`config.mk`:
```
export PLATFORM = sky130hd
export DESIGN_NAME = char_reg_seq
export DESIGN_NICKNAME = d
export VERILOG_FILES = /design/src/rtl/char_reg_seq.sv
export SDC_FILE = /design/constraint.sdc
export NUM_CORES = 1
export LEC_CHECK = 0
export BUFFER_PORTS_ARGS = -buffer_cell sky130_fd_sc_hd__buf_2
export CORE_MARGIN = 3
export CORE_UTILIZATION = 35
export DETAILED_ROUTE_END_ITERATION = 7
export GPL_TIMING_DRIVEN = 1
export SKIP_LAST_GASP = 1
export SLEW_MARGIN = 20
export SYNTH_ARGS = -nofsm -noshare
export SYNTH_HDL_FRONTEND = slang
export SYNTH_SLANG_ARGS = --single-unit
```
`constraint.sdc`:
```
create_clock -name clk -period 4.4 [get_ports clk]
set_input_delay 0.22 -clock clk [delete_from_list [all_inputs] [get_ports clk]]
set_output_delay 0.22 -clock clk [all_outputs]
set_load 0.1 [all_outputs]
```
`src/rtl/char_reg_seq.sv`:
```
// Dot-product sequencer for digit recognition. Streams pixel/weight pairs for each class through
// the shared float multiply and add cores, then reports a score per class and the float argmax.
//
// state       | meaning
// ------------+-----------------------------------------------------------------
// IDLE        | waiting for start; result_* hold the last inference
// FETCH       | RAM/converter latency, addresses stable
// MUL_ISSUE   | present pix_f * weight_data to the multiplier (mult_nd high)
// MUL_WAIT    | wait for mult_rdy, capture product
// ADD_ISSUE   | present acc + product to the adder (add_nd high)
// ADD_WAIT    | wait for add_rdy, update acc, advance pixel or close class
// CLASS_END   | publish class score, update argmax, move to next class
// FIN         | one-cycle done pulse (normal end or timeout)

module char_reg_seq #(
    parameter int N_PIX   = 784,
    parameter int N_CLASS = 10,
    parameter int PIX_AW  = 10,
    parameter int W_AW    = 13,
    parameter int CLS_W   = 4,
    parameter int RAM_LAT = 1,
    parameter int TIMEOUT = 255
) (
    input  logic              clk,
    input  logic              rst,
    input  logic              start,
    output logic              busy,
    output logic              done,
    output logic              err,
    output logic [PIX_AW-1:0] pic_addr,
    input  logic [31:0]       pix_f,
    output logic [W_AW-1:0]   weight_addr,
    input  logic [31:0]       weight_data,
    output logic [31:0]       mult_a,
    output logic [31:0]       mult_b,
    output logic              mult_nd,
    input  logic [31:0]       mult_result,
    input  logic              mult_rdy,
    output logic [31:0]       add_a,
    output logic [31:0]       add_b,
    output logic              add_nd,
    input  logic [31:0]       add_result,
    input  logic              add_rdy,
    output logic              score_valid,
    output logic [CLS_W-1:0]  score_class,
    output logic [31:0]       score,
    output logic [CLS_W-1:0]  result_class,
    output logic [31:0]       result_score
);

    localparam logic [2:0] S_IDLE      = 3'd0;
    localparam logic [2:0] S_FETCH     = 3'd1;
    localparam logic [2:0] S_MUL_ISSUE = 3'd2;
    localparam logic [2:0] S_MUL_WAIT  = 3'd3;
    localparam logic [2:0] S_ADD_ISSUE = 3'd4;
    localparam logic [2:0] S_ADD_WAIT  = 3'd5;
    localparam logic [2:0] S_CLASS_END = 3'd6;
    localparam logic [2:0] S_FIN       = 3'd7;

    // Down-counters are loaded with (length - 1) and terminate at zero.
    localparam int LW = (RAM_LAT > 1) ? $clog2(RAM_LAT) : 1;
    localparam int TW = (TIMEOUT > 1) ? $clog2(TIMEOUT) : 1;
    localparam logic [LW-1:0] LAT_LOAD  = LW'(RAM_LAT - 1);
    localparam logic [TW-1:0] WAIT_LOAD = TW'(TIMEOUT - 1);

    logic [2:0]        state_q;
    logic [PIX_AW-1:0] pic_addr_q;
    logic [W_AW-1:0]   weight_addr_q;
    logic [CLS_W-1:0]  cls_q;
    logic [31:0]       acc_q;
    logic [31:0]       prod_q;
    logic [31:0]       mult_a_q;
    logic [31:0]       mult_b_q;
    logic [LW-1:0]     fetch_cnt_q;
    logic [TW-1:0]     wait_cnt_q;
    logic              err_q;
    logic [31:0]       best_score_q;
    logic [CLS_W-1:0]  best_cls_q;

    logic last_pix;
    logic last_cls;
    logic wait_expired;
    logic new_best;

    // Float ordering without NaN support; +0 and -0 compare equal.
    function automatic logic f_gt(input logic [31:0] a, input logic [31:0] b);
        logic gt;
        if (a[31] != b[31])
            gt = !a[31] && ((a[30:0] != 31'd0) || (b[30:0] != 31'd0));
        else if (!a[31])
            gt = a[30:0] > b[30:0];
        else
            gt = a[30:0] < b[30:0];
        return gt;
    endfunction

    assign last_pix     = (pic_addr_q == PIX_AW'(N_PIX - 1));
    assign last_cls     = (cls_q == CLS_W'(N_CLASS - 1));
    assign wait_expired = (wait_cnt_q == '0);
    assign new_best     = (cls_q == '0) || f_gt(acc_q, best_score_q);

    always_ff @(posedge clk) begin
        if (rst) begin
            state_q       <= S_IDLE;
            pic_addr_q    <= '0;
            weight_addr_q <= '0;
            cls_q         <= '0;
            acc_q         <= 32'h0;
            prod_q        <= 32'h0;
            mult_a_q      <= 32'h0;
            mult_b_q      <= 32'h0;
            fetch_cnt_q   <= '0;
            wait_cnt_q    <= '0;
            err_q         <= 1'b0;
            best_score_q  <= 32'h0;
            best_cls_q    <= '0;
        end else begin
            case (state_q)
                S_IDLE: begin
                    if (start) begin
                        pic_addr_q    <= '0;
                        weight_addr_q <= '0;
                        cls_q         <= '0;
                        acc_q         <= 32'h0;
                        err_q         <= 1'b0;
                        best_score_q  <= 32'h0;
                        best_cls_q    <= '0;
                        fetch_cnt_q   <= LAT_LOAD;
                        state_q       <= S_FETCH;
                    end
                end
                S_FETCH: begin
                    if (fetch_cnt_q == '0)
                        state_q <= S_MUL_ISSUE;
                    else
                        fetch_cnt_q <= fetch_cnt_q - 1'b1;
                end
                S_MUL_ISSUE: begin
                    mult_a_q   <= pix_f;
                    mult_b_q   <= weight_data;
                    wait_cnt_q <= WAIT_LOAD;
                    state_q    <= S_MUL_WAIT;
                end
                S_MUL_WAIT: begin
                    if (mult_rdy) begin
                        prod_q  <= mult_result;
                        state_q <= S_ADD_ISSUE;
                    end else if (wait_expired) begin
                        err_q   <= 1'b1;
                        state_q <= S_FIN;
                    end else begin
                        wait_cnt_q <= wait_cnt_q - 1'b1;
                    end
                end
                S_ADD_ISSUE: begin
                    wait_cnt_q <= WAIT_LOAD;
                    state_q    <= S_ADD_WAIT;
                end
                S_ADD_WAIT: begin
                    if (add_rdy) begin
                        acc_q <= add_result;
                        if (last_pix) begin
                            state_q <= S_CLASS_END;
                        end else begin
                            pic_addr_q    <= pic_addr_q + 1'b1;
                            weight_addr_q <= weight_addr_q + 1'b1;
                            fetch_cnt_q   <= LAT_LOAD;
                            state_q       <= S_FETCH;
                        end
                    end else if (wait_expired) begin
                        err_q   <= 1'b1;
                        state_q <= S_FIN;
                    end else begin
                        wait_cnt_q <= wait_cnt_q - 1'b1;
                    end
                end
                S_CLASS_END: begin
                    if (new_best) begin
                        best_score_q <= acc_q;
                        best_cls_q   <= cls_q;
                    end
                    acc_q         <= 32'h0;
                    pic_addr_q    <= '0;
                    // Weights are laid out class-major, so the address simply keeps counting.
                    weight_addr_q <= weight_addr_q + 1'b1;
                    if (last_cls) begin
                        state_q <= S_FIN;
                    end else begin
                        cls_q       <= cls_q + 1'b1;
                        fetch_cnt_q <= LAT_LOAD;
                        state_q     <= S_FETCH;
                    end
                end
                S_FIN: begin
                    state_q <= S_IDLE;
                end
                default: begin
                    state_q <= S_IDLE;
                end
            endcase
        end
    end

    // Strobes are gated by rst so an abort removes them within the same cycle.
    assign busy        = (state_q != S_IDLE) && (state_q != S_FIN);
    assign done        = (state_q == S_FIN) && !rst;
    assign err         = err_q;
    assign pic_addr    = pic_addr_q;
    assign weight_addr = weight_addr_q;

    assign mult_nd = (state_q == S_MUL_ISSUE) && !rst;
    assign mult_a  = (state_q == S_MUL_ISSUE) ? pix_f : mult_a_q;
    assign mult_b  = (state_q == S_MUL_ISSUE) ? weight_data : mult_b_q;

    assign add_nd = (state_q == S_ADD_ISSUE) && !rst;
    assign add_a  = acc_q;
    assign add_b  = prod_q;

    assign score_valid  = (state_q == S_CLASS_END) && !rst;
    assign score_class  = cls_q;
    assign score        = acc_q;
    assign result_class = best_cls_q;
    assign result_score = best_score_q;

endmodule

```
# Word-level counts from Yosys, hierarchy flattened
# Cells that the tools add are included.
dict set report word_totals {
  reg_bits 204
  elab_cells 114
  output_inout_bits 229
}
dict set report op_classes {
  reduce_logical 31
  mux 44
  add_sub_neg 5
  order_cmp 2
  eq_ne 19
}
# cell count
set op_table {}
lappend op_table {{$mux 32} 5}
lappend op_table {{$pmux 32 s3} 1}
lappend op_table {{$pmux 32 s2} 1}
lappend op_table {{$reduce_bool 31->1} 2}
lappend op_table {{$mux 13} 3}
lappend op_table {{$pmux 13 s3} 1}
lappend op_table {{$gt 31x31->1} 1}
lappend op_table {{$lt 31x31->1} 1}
lappend op_table {{$mux 10} 3}
lappend op_table {{$pmux 10 s3} 1}
lappend op_table {{$mux 8} 3}
lappend op_table {{$pmux 3 s8} 1}
lappend op_table {{$pmux 8 s3} 1}
lappend op_table {{$mux 3} 7}
lappend op_table {{$ne 2x2->1 const B} 8}
lappend op_table {{$pmux 4 s2} 2}
lappend op_table {{$add 13x1->13 const B} 1}
lappend op_table {{$eq 3x3->1 const B} 4}
lappend op_table {{$mux 4} 3}
lappend op_table {{$reduce_and 3->1} 4}
lappend op_table {{$reduce_bool 3->1} 4}
lappend op_table {{$add 10x1->10 const B} 1}
lappend op_table {{$eq 10x10->1 const B} 1}
lappend op_table {{$mux 1} 10}
lappend op_table {{22 further kinds} 32}

# Depth between registers and ports, before layout
# Gate-level depths: netlist of the first run.
dict set report logic_depth {
  depth_word 7
  ltp_mapped 11
}

# Least setup slack after synthesis of the first run
# OpenSTA, ideal clock, no wires.
dict set report synth_path {
  path_type {input -> output}
  from {input port rst}
  to {output port mult_nd}
  setup_slack_ns 1.290
  t_arrival_ns 2.890
  path_stages 4
  path_buffers 3
  t_required_ns 4.180
  path_cell_list {clkbuf_1 > clkbuf_1 > buf_1 > nor3_1}
}
dict set report synth_between {
  elab_chain_cells 2
}
# element line
set synth_lines {}
lappend synth_lines {{from (decl)} 25} ;# input logic rst,
lappend synth_lines {{$logic_not 1->1} 211} ;# assign mult_nd = (state_q == S_MUL_ISSUE) && !rst;
lappend synth_lines {{$logic_and 1x1->1} 211}
lappend synth_lines {{to (decl)} 36} ;# output logic mult_nd,
# No other way between the ends.

# Worst setup path in the final report of the first run
dict set report layout_path {
  from {register state_q[1]}
  to {output port mult_a[12]}
}
dict set report layout_between {
  elab_chain_cells 2
}
# element line
set layout_lines {}
lappend layout_lines {{from (decl)} 66} ;# logic [2:0] state_q;
lappend layout_lines {{from (signal assigned)} 104} ;# state_q <= S_IDLE;
lappend layout_lines {{from (signal assigned)} 129} ;# state_q <= S_FETCH;
lappend layout_lines {{from (signal assigned)} 134} ;# state_q <= S_MUL_ISSUE;
lappend layout_lines {{$eq 3x2->1} 212} ;# assign mult_a = (state_q == S_MUL_ISSUE) ? pix_f : mult_a_q;
lappend layout_lines {{$mux 32} n/a}
lappend layout_lines {{to (decl)} 34} ;# output logic [31:0] mult_a,
# No other way between the ends.

==> results of run 1 <==
[logic make-up (layout without fill, tap and decap cells)]
logic type	after synthesis	count (layout)	synth area share, %
compound gates	136	136	8.10
xor+xnor	24	24	2.26
fa+ha+maj	38	38	5.11
buf+inv	126	521	6.78
flops	203	203	43.7
mux	100	100	11.6
other cells	0	1	0
simple gates	432	432	22.4
[synth_stat cells, drive strengths merged, types with 14 or more instances]
cell	n	share of area (%)
a21oi	102	5.5
ha	38	5.1
dfxtp	203	44
inv	41	1.7
nor2b	66	4.4
nor2	51	2.1
nand4	17	1.1
nand2	197	7.9
nor4	21	1.4
o21ai	14	0.75
mux2i	36	3.9
nand2b	40	2.7
clkbuf	43	1.7
mux2	64	7.7
xor2	16	1.5
buf	42	3.4
[metrics by stage]
stage / std cells / util (%) / hold slack (ns)
after floorplan: 1059 / - / 0.356
after CTS: 1789 / 48.7 / 0.0322
final: 1790 / 48.7 / 0.0585
after global placement: 1681 / 42.9 / 0.439
after detailed placement: 1681 / 42.9 / 0.444
after global routing: 1790 / 48.7 / 0.0458
[cell type report]
| cell class | instances | area, sq um | share of cell area, % |
|---|---|---|---|
| flip-flops and latches | 203 | 4060 | 32.0 |
| multi-input cells | 730 | 4650 | 36.7 |
| diodes | 1 | 2.50 | 0.0197 |
| well taps | 335 | 419 | 3.30 |
| inverters | 41 | 154 | 1.21 |
| clock inverters | 12 | 178 | 1.40 |
| clock buffers | 32 | 692 | 5.45 |
| repair buffers | 436 | 2530 | 19.9 |
[metal layers]
metal  up-vias  GRT usage (%)  wire length (um)
met5         -              0                13
met4         2           4.23               619
met3        45           5.46              2370
met2       294           32.4             13300
met1      3925           22.6             11800
li1       4273              -                 -
[how the worst max path moves through the flow]
| stage | start | end | slack, ns |
|---|---|---|---|
| after floorplan | rst | mult_nd | 1.29 |
| after global placement | state_q[1] | mult_b[29] | 1.69 |
| after detailed placement | state_q[1] | mult_a[12] | 1.64 |
| after CTS | state_q[1] | mult_a[12] | 1.06 |
| after global routing | state_q[1] | mult_a[12] | 0.90 |
| final | state_q[1] | mult_a[12] | 1.13 |
[registers in the layout, summed over array words and instances, names as in the netlist]
signal and flops:
result_score 32, err 1, state_q 3, pic_addr 10
add_b 32, mult_a_q 32, add_a 32, mult_b_q 32
score_class 4, weight_addr 13, result_class 4, wait_cnt_q 8
[tightest hold or removal path, stage by stage]
cell     delay [ns]
buf_2          0.07
mux2_2         0.13
nor2b_1        0.11
[layout by cell type (no fill, tap or decap), types with 5 or more instances in the layout]
master         synthesis  routed
or3_1                  5       5
nand2b_1              40      39
dlygate4sd3_1          0      64
clkbuf_16              0      25
nor2b_1               66      66
nor2_1                51      49
nand2_1              197     197
o21ai_0               14      14
buf_4                 34      12
xor2_1                16      16
ha_1                  38      38
nand3_1                7       7
inv_1                 41      41
a21oi_1              101     100
nor3_1                10      10
mux2i_1               36      36
buf_2                  0     360
xnor2_1                8       8
nor4_1                21      21
dfxtp_1              203     203
nand4_1               17      17
mux2_2                64      64
[power by group through the flow]
stage | clock [W] | combinational [W] | sequential, W
finish | 0.00216 | 0.000982 | 0.00193
global route | 0.00229 | 0.00104 | 0.00194
CTS | 0.00221 | 0.000985 | 0.00193
detailed placement | 0 | 0.000938 | 0.00197
global placement | 0 | 0.000935 | 0.00197
floorplan | 0 | 0.000630 | 0.00209
==> impl_metrics.toml, run 1 <==
[run_status]
run_status = "finished, final reports clean"

[timing]
timing.fmax_mhz = 306
max_slew.worst_pin.slew_ns = 0.964
tns_ns = 0
hold_viol_final = 0
finalSetupViolCount = 0
rsz0062_at_grt = "no"
slew_viol_final = 0
fin_ws_ns = 1.13
finalClockSkew_ns = 0.0149
min_period_ns = 3.27
max_slew_margin_pct = 35.6
post-route-period-util_pct = 74.3

[drt]
drtPass1Iterations = 5
viasPerCell = 4.77
drt_wl_total_um = 28100
wl_per_cell_um = 15.7
initialDrtViolationCount = 415
drtAntennaViolNets = 0
vias = 8539
drc = 0

[cells_and_area]
area_growth_pct = 36.5
final_area_sq_um = 12700
fillCellCount = 2513
nNetsFinal = 1608
drive_gt1_share_pct = 33.4

[setup_path]
worst-path-buf-inv = 2
start_kind = "flop"
rr_startpoint = "add_a[29]"
worstPathArrival_ns = 3.05
path_class = "flop to output pin"
worstPathRequired_ns = 4.18
r2r-end = "result_score[12]"
r2r_cells = 9
cpLargestDelayFamily = "simple AND/OR/NAND/NOR gates"
path_cells = "nand2b_1 > nor2_4 > buf_4 > mux2_2 > buf_2"
cp_slowest_stage_delay_ns = 0.64
cp_max_fo = 24
slowest_stage = "dfxtp_1"
cp.depth = 5
regToRegSetupSlack_ns = 1.65
cp-end-kind = "output pin"

[synthesis]
syn-instance-count = 1059
synth_seq_cells = 203
ys_seq_area_share_pct = 43.7
syn_nets = 1230
synth_warnings = 0
netlist_area_sq_um = 9300
synth_area_per_cell_sq_um = 8.78
async_flop_share_pct = 0
synth-main-ff-cell = "dfxtp_1"
synth_edf_count = 0
synth_cell_type_count = 44

[floorplan]
io-pin-count = 362
rows = 59
start_util_pct = 35.7
die-area_sq_um = 28600
coreArea_sq_um = 26100
die-width_um = 169
dieHeight_um = 169

[clocking]
clkSinkCount = 203
cts_max_path_buffers = 3
hold_buffers = 64
root_buffer = "clkbuf_16"
postCtsSetupRepairBufs = 0
numCtsBuffers = 25
post_cts_resized = 0
htreeDepth = 1
clock_latency_ns = 0.51
clkTransAtPathRegs_ns = 0.06
cts_tree = "done"

[job]
cap_violations = 0

[grt]
grt_pass1_wl_um = 43900
overflow = 0
antenna_found_initial = 2
grt_pass1_vias = 8128
grt.total_usage_pct = 18.6
grt_start_max_net_pins = 67

[power]
power_frac_comb_pct = 19.4
seqPwrFrac_pct = 38.1
p_int_w = 0.00350
total_power_w = 0.00507
p_switching_w = 0.00158
cellPowerDensity_nw_per_um2 = 399
vdd_drop_max_uv = 296
swShare_pct = 31.1
leakagePower_nw = 5.96
p_clk_share_pct = 42.5

[placed_design]
port_buffers = 361
dp_hpwl_um = 20200
place_ws_ns = 1.64
place_area_sq_um = 11200
gp_congestion = 0.845

[min_path]
whs_path_depth = 3
min_from = "weight_data[8]"
hold_end = "mult_b_q[8]"
hp-class = "primary input to flop"
No activity file was read; power rests on OpenSTA's default activity.
==> run 2: changes to the inputs <==
--- a/config.mk
+++ b/config.mk
@@ -5,6 +5,7 @@
 export SDC_FILE = /design/constraint.sdc
 export NUM_CORES = 1
 export LEC_CHECK = 0
+export ABC_AREA = 1
 export BUFFER_PORTS_ARGS = -buffer_cell sky130_fd_sc_hd__buf_2
 export CORE_MARGIN = 3
 export CORE_UTILIZATION = 35
==> constraint.sdc (replaced) <==
create_clock -name clk -period 2.7 [get_ports clk]
set_input_delay 0.135 -clock clk [delete_from_list [all_inputs] [get_ports clk]]
set_output_delay 0.135 -clock clk [all_outputs]
set_load 0.1 [all_outputs]
==> run 2 against run 1 <==
  * Routed wire length rose by 18%
  * Sequential share of layout area down 3.9 points
  * Critical path depth is 2 higher
  * Via count up 26%
  * Core utilization rose by 1.4 points
  * Synthesized cell count increased by 41%
  * Final area is 14% higher
  * Global-route usage increased by 1.5 points
  * Power increased to 2.9 times the previous value
  * Clock skew down 0.0050 ns
==> impl_metrics.toml, run 2 <==
[power]
vdd_drop_max_uv = 697
p_int_w = 0.00700
cellPowerDensity_nw_per_um2 = 1020
p_switching_w = 0.00774
swShare_pct = 52.5
p_clk_share_pct = 21.7
total_power_w = 0.0147
leakagePower_nw = 7.52
seqPwrFrac_pct = 25.3
power_frac_comb_pct = 53.0

[synthesis]
async_flop_share_pct = 0
synth_area_per_cell_sq_um = 6.95
synth_seq_cells = 203
syn_nets = 1661
syn-instance-count = 1490
ys_seq_area_share_pct = 39.3
synth_edf_count = 0
synth.area.top_cells = "dfxtp_1 (39%), inv_1 (8.5%), nand2_1 (8.2%), nor2_1 (7.5%), a211oi_1 (5.1%)"
netlist_area_sq_um = 10400
synth_warnings = 0
synth_largest_area_cell = "dfxtp_1"
synth_commonest_cells = "inv_1 (235), nand2_1 (225), nor2_1 (206)"
synth.top_cell.area_share_pct = 39.3
synth_cell_type_count = 34
synth-main-ff-cell = "dfxtp_1"
yosysMostFrequentCell = "inv_1"

[setup_path]
slowest_stage = "dfxtp_1"
path_cells = "inv_1 > nand2_2 > clkinv_8 > buf_12 > buf_4 > a21oi_1 > buf_4"
worstPathRequired_ns = 2.57
start_kind = "flop"
path_class = "flop to output pin"
cp_slowest_stage_delay_ns = 0.49
cpLargestDelayFamily = "buffers and inverters"
worst-path-buf-inv = 5
path_common_cell = "buf_4"
worstPathArrival_ns = 2.41
cp_max_fo = 49
cp-end-kind = "output pin"

[cells_and_area]
fillCellCount = 2834
drive_gt1_share_pct = 26.9
final_core_util_pct = 50.1
nNetsFinal = 2094
layout_common_cells = "buf_2 (313), inv_1 (234), nand2_1 (224), nor2_1 (205), dfxtp_1 (189)"
stdcell_count = 2325
final_common_cell = "buf_2"
area_growth_pct = 40.2

[drt]
drtAntennaViolNets = 0
viasPerCell = 4.65
drt_wl_total_um = 33200
wl_per_cell_um = 14.3
initialDrtViolationCount = 543
drtPass1Iterations = 5
drc = 0
vias = 10800

[placed_design]
port_buffers = 361
gp_congestion = 0.805
dp_hpwl_um = 22500
place_ws_ns = 0.462
dpl.cell_count = 2152

[clocking]
htreeDepth = 1
postCtsSetupRepairBufs = 0
cts_tree = "done"
numCtsBuffers = 25
clkSinkCount = 203
clkTransAtPathRegs_ns = 0.05
root_buffer = "clkbuf_16"
clock_latency_ns = 0.53
cts_max_path_buffers = 3

[timing]
rsz0062_at_grt = "no"
slew_viol_final = 0
timing.fmax_mhz = 393
post-route-period-util_pct = 94.3
min_period_ns = 2.55
fin_ws_ns = 0.154
max_slew_margin_pct = 57.8
finalClockSkew_ns = 0.00993
max_slew.worst_pin.slew_ns = 0.632
hold_viol_final = 0
finalSetupViolCount = 0

[floorplan]
io-pin-count = 362
start_util_pct = 35.8
coreArea_sq_um = 28900
die-width_um = 178
dieHeight_um = 178
rows = 62
die-area_sq_um = 31700

[grt]
overflow = 0
grt.total_usage_pct = 20.1
grt_start_max_net_pins = 54
grt_pass1_wl_um = 52100
grt_pass1_vias = 10373
antenna_found_initial = 2

[min_path]
hp-class = "primary input to flop"

[job]
cap_violations = 0

[run_status]
run_status = "finished, final reports clean"
## run 2: cell count changes after synthesis, moves of 14 or more
cell,before,now
inv_1,41,235
nor2_1,51,206
nor3_1,10,80
a211oi_1,3,71
nor2b_1,66,0
or2_2,0,65
mux2_2,64,0
nand3_1,7,55
nand2b_1,40,0
mux2i_1,36,0
o21ai_0,14,47
nand2_1,197,225
nor4_1,21,2
xor2_1,16,2
## run 2: power by group through the flow
| stage | clock network (W) | logic [W] | registers [W] |
|---|---|---|---|
| after floorplan | 0 | 0.00467 | 0.00549 |
| after global placement | 0 | 0.00753 | 0.00378 |
| after detailed placement | 0 | 0.00755 | 0.00380 |
| after CTS | 0.00330 | 0.00781 | 0.00373 |
| after global routing | 0.00339 | 0.00838 | 0.00379 |
| final | 0.00319 | 0.00781 | 0.00374 |
## run 2: final timing paths
check | from | to | slack (ns) | cells past startpoint
worst max-delay path | state_q[2] | mult_b[29] | 0.15 | 7
worst min-delay path | rst | state_q[1] | 0.05 | 2
worst max register to register | result_score[27] | result_score[15] | 0.48 | 13
worst min register to register | weight_addr[8] | weight_addr[8] | 0.46 | 2
## run 2: layout make-up
type                    count  area [sq um]  share of cell area (%)
inverters                 241           920                    6.34
clock inverters             7          68.8                   0.474
repair buffers            512          3430                    23.6
diodes                      1          2.50                  0.0172
flip-flops and latches    203          4080                    28.1
clock buffers              37           711                    4.90
well taps                 384           480                    3.31
multi-input cells         940          4820                    33.2
## run 2: cells by family (layout without fill, tap and decap cells)
group | Yosys count | in the layout | share of synthesized area (%)
DFF | 203 | 203 | 39.3
xor gates and xnor gates | 2 | 2 | 0.169
and+or+nand+nor | 658 | 658 | 28.1
buffers and inverters | 347 | 797 | 14.2
adders and majority gates | 38 | 38 | 4.59
AOI/OAI and AO/OA | 242 | 242 | 13.7
other | 0 | 1 | 0
## run 2: worst register-to-register path: cells and delay by family (launching register included)
| family | cells | cell delay, ns |
|---|---|---|
| adder cells (fa/ha/maj) | 1 | 0.27 |
| buffers and inverters | 1 | 0.07 |
| AND/OR/NAND/NOR | 11 | 1.37 |
| flip-flops | 1 | 0.38 |
## run 2: routing by layer
layer	up-vias	part of all wire (%)	track usage, %
met5	-	0.060	0
met4	2	3.6	7.13
met2	366	47	35.1
met1	4784	41	23.8
met3	72	8.0	5.17
li1	5576	-	-
## run 2: repair_timing
item                                    in CTS  in global routing
hold buffers                               128                  0
hold endpoints to repair                   128                  0
endpoints found under the setup margin      44                 54
cloned                                       0                  0
gates resized for setup                     44                 12
## run 2: stage by stage
stage / cell area (sq um) / hold slack, ns / TNS [ns]
3_3_place_gp: 12300 / 0.357 / 0
2_1_floorplan: 10400 / 0.270 / -6.88
6_report: 14500 / 0.0537 / 0
5_1_grt: 14500 / 0.0646 / 0
4_1_cts: 14500 / 0.0356 / 0
3_5_place_dp: 12300 / 0.362 / 0
==> run 3: changes to the inputs <==
--- a/config.mk
+++ b/config.mk
@@ -7,10 +7,13 @@
 export LEC_CHECK = 0
 export ABC_AREA = 1
 export BUFFER_PORTS_ARGS = -buffer_cell sky130_fd_sc_hd__buf_2
+export CELL_PAD_IN_SITES_DETAIL_PLACEMENT = 1
+export CELL_PAD_IN_SITES_GLOBAL_PLACEMENT = 2
 export CORE_MARGIN = 3
-export CORE_UTILIZATION = 35
+export CORE_UTILIZATION = 24
 export DETAILED_ROUTE_END_ITERATION = 7
 export GPL_TIMING_DRIVEN = 1
+export PLACE_DENSITY_LB_ADDON = 0.1
 export SKIP_LAST_GASP = 1
 export SLEW_MARGIN = 20
 export SYNTH_ARGS = -nofsm -noshare
==> run 3 against run 2 <==
  * Final area rose by 4.7%
  * Power is 6.6% higher
  * Global-route usage shrank 3.3 points
  * Highest routed layer is now met4
==> impl_metrics.toml, run 3 (synthesized netlist as in run 2, its figures left out) <==
[run_status]
run_status = "finished, final reports clean"

[drt]
drtAntennaViolNets = 0
drt_wl_total_um = 40900
vias = 11045
drtPass1Iterations = 4
viasPerCell = 4.41
wl_per_cell_um = 16.3
drc = 0
initialDrtViolationCount = 302

[placed_design]
port_buffers = 361
place_ws_ns = 0.324
dp_hpwl_um = 28900
gp_congestion = 0.781
place_area_sq_um = 12700
dpl.cell_count = 2319

[timing]
finalClockSkew_ns = 0.0169
timing.fmax_mhz = 394
max_slew.worst_pin.slew_ns = 0.681
fin_ws_ns = 0.160
hold_viol_final = 0
finalSetupViolCount = 0
min_period_ns = 2.54
max_slew_margin_pct = 54.6
post-route-period-util_pct = 94.1
fin_hold_ws_ns = 0.0744
slew_viol_final = 0
rsz0062_at_grt = "no"

[floorplan]
die-width_um = 214
dieHeight_um = 214
coreArea_sq_um = 42200
start_util_pct = 24.5
io-pin-count = 362
rows = 75
die-area_sq_um = 45700

[cells_and_area]
area_growth_pct = 46.7
final_area_sq_um = 15200
nNetsFinal = 2114
layout_common_cells = "buf_2 (298), inv_1 (234), nand2_1 (225), nor2_1 (205), dfxtp_1 (188)"
drive_gt1_share_pct = 28.0
fillCellCount = 5212
final_common_cell = "buf_2"
stdcell_count = 2504

[clocking]
clkTransAtPathRegs_ns = 0.06
clkSinkCount = 203
cts_tree = "done"
root_buffer = "clkbuf_16"
htreeDepth = 1
clock_latency_ns = 0.56
numCtsBuffers = 27
cts_max_path_buffers = 3

[power]
vdd_drop_max_uv = 598
cellPowerDensity_nw_per_um2 = 1030
total_power_w = 0.0157
leakagePower_nw = 7.75

[setup_path]
worstPathArrival_ns = 2.41
cp-end-kind = "output pin"
cp_slowest_stage_delay_ns = 0.34
slowest_stage = "dfxtp_1"
worst-path-buf-inv = 5
start_kind = "flop"
worstPathRequired_ns = 2.57
cpLargestDelayFamily = "buffers and inverters"
path_class = "flop to output pin"
path_cells = "inv_2 > nor2_1 > nand2_1 > clkinv_4 > buf_16 > or2_2 > inv_1 > a21oi_1 > buf_4"
cp_max_fo = 43

[grt]
grt_pass1_wl_um = 61200
grt_start_max_net_pins = 86
antenna_found_initial = 1
grt.total_usage_pct = 16.8
overflow = 0
grt_pass1_vias = 11012

[job]
cap_violations = 0

[min_path]
hp-class = "primary input to flop"
-- run 3: changes by cell type in the layout (fill, tap and decap cells not counted), sizes merged --
cell         delta
buf            +15
clkbuf          +5
clkinv          +2
dlygate4sd3     +2
bufinv          +1
clkinvlp        -1
-- run 3: path summary, 6_finish.rpt --
check	to	from	slack (ns)	depth (start not counted)
max	mult_a[6]	state_q[1]	0.16	9
min	state_q[1]	mult_rdy	0.07	4
max reg2reg	result_score[22]	add_a[22]	0.37	12
min reg2reg	weight_addr[8]	weight_addr[8]	0.48	2
-- run 3: per-stage QoR --
step / setup TNS [ns] / util (%)
final: 0 / 36.0
after global routing: 0 / 36.0
after CTS: -0.0342 / 35.7
after detailed placement: 0 / 30.1
after global placement: 0 / 30.1
after floorplan: -6.88 / -
-- run 3: worst min-delay path, delay by kind of cell --
kind / cells / cell delay, ns
AOI/OAI and AO/OA: 1 / 0.07
and+or+nand+nor: 2 / 0.27
buffers and inverters: 1 / 0.10
-- run 3: layer usage --
| layer | track usage, % | up-vias | routed length, um |
|---|---|---|---|
| li1 | - | 5618 | - |
| met1 | 21.1 | 5152 | 18100 |
| met2 | 28.9 | 240 | 19500 |
| met3 | 4.97 | 35 | 2660 |
| met4 | 3.19 | 0 | 604 |
| met5 | 0 | - | 0 |
-- run 3: layout make-up --
| type | count | area [sq um] | share of cell area (%) |
|---|---|---|---|
| diodes | 1 | 2.50 | 0.0165 |
| repair buffers | 530 | 3750 | 24.7 |
| well taps | 539 | 674 | 4.44 |
| clock buffers | 41 | 818 | 5.39 |
| inverters | 241 | 912 | 6.01 |
| clock inverters | 9 | 113 | 0.741 |
| multi-input cells | 940 | 4830 | 31.8 |
| flip-flops and latches | 203 | 4080 | 26.9 |
-- run 3: report_power, final --
| part | leakage, nW | switching (W) | internal, W |
|---|---|---|---|
| registers | 1.66 | 0.000300 | 0.00342 |
| logic | 5.62 | 0.00640 | 0.00184 |
| clock network | 0.461 | 0.00147 | 0.00228 |
| total | 7.75 | 0.00817 | 0.00754 |
-- run 3: timing repair --
item	4_1_cts	5_1_grt
hold buffers	130	0
gates resized for setup	61	10
hold endpoints to repair	135	0
setup endpoints to repair	58	62
cloned	0	2
buffers inserted	0	2
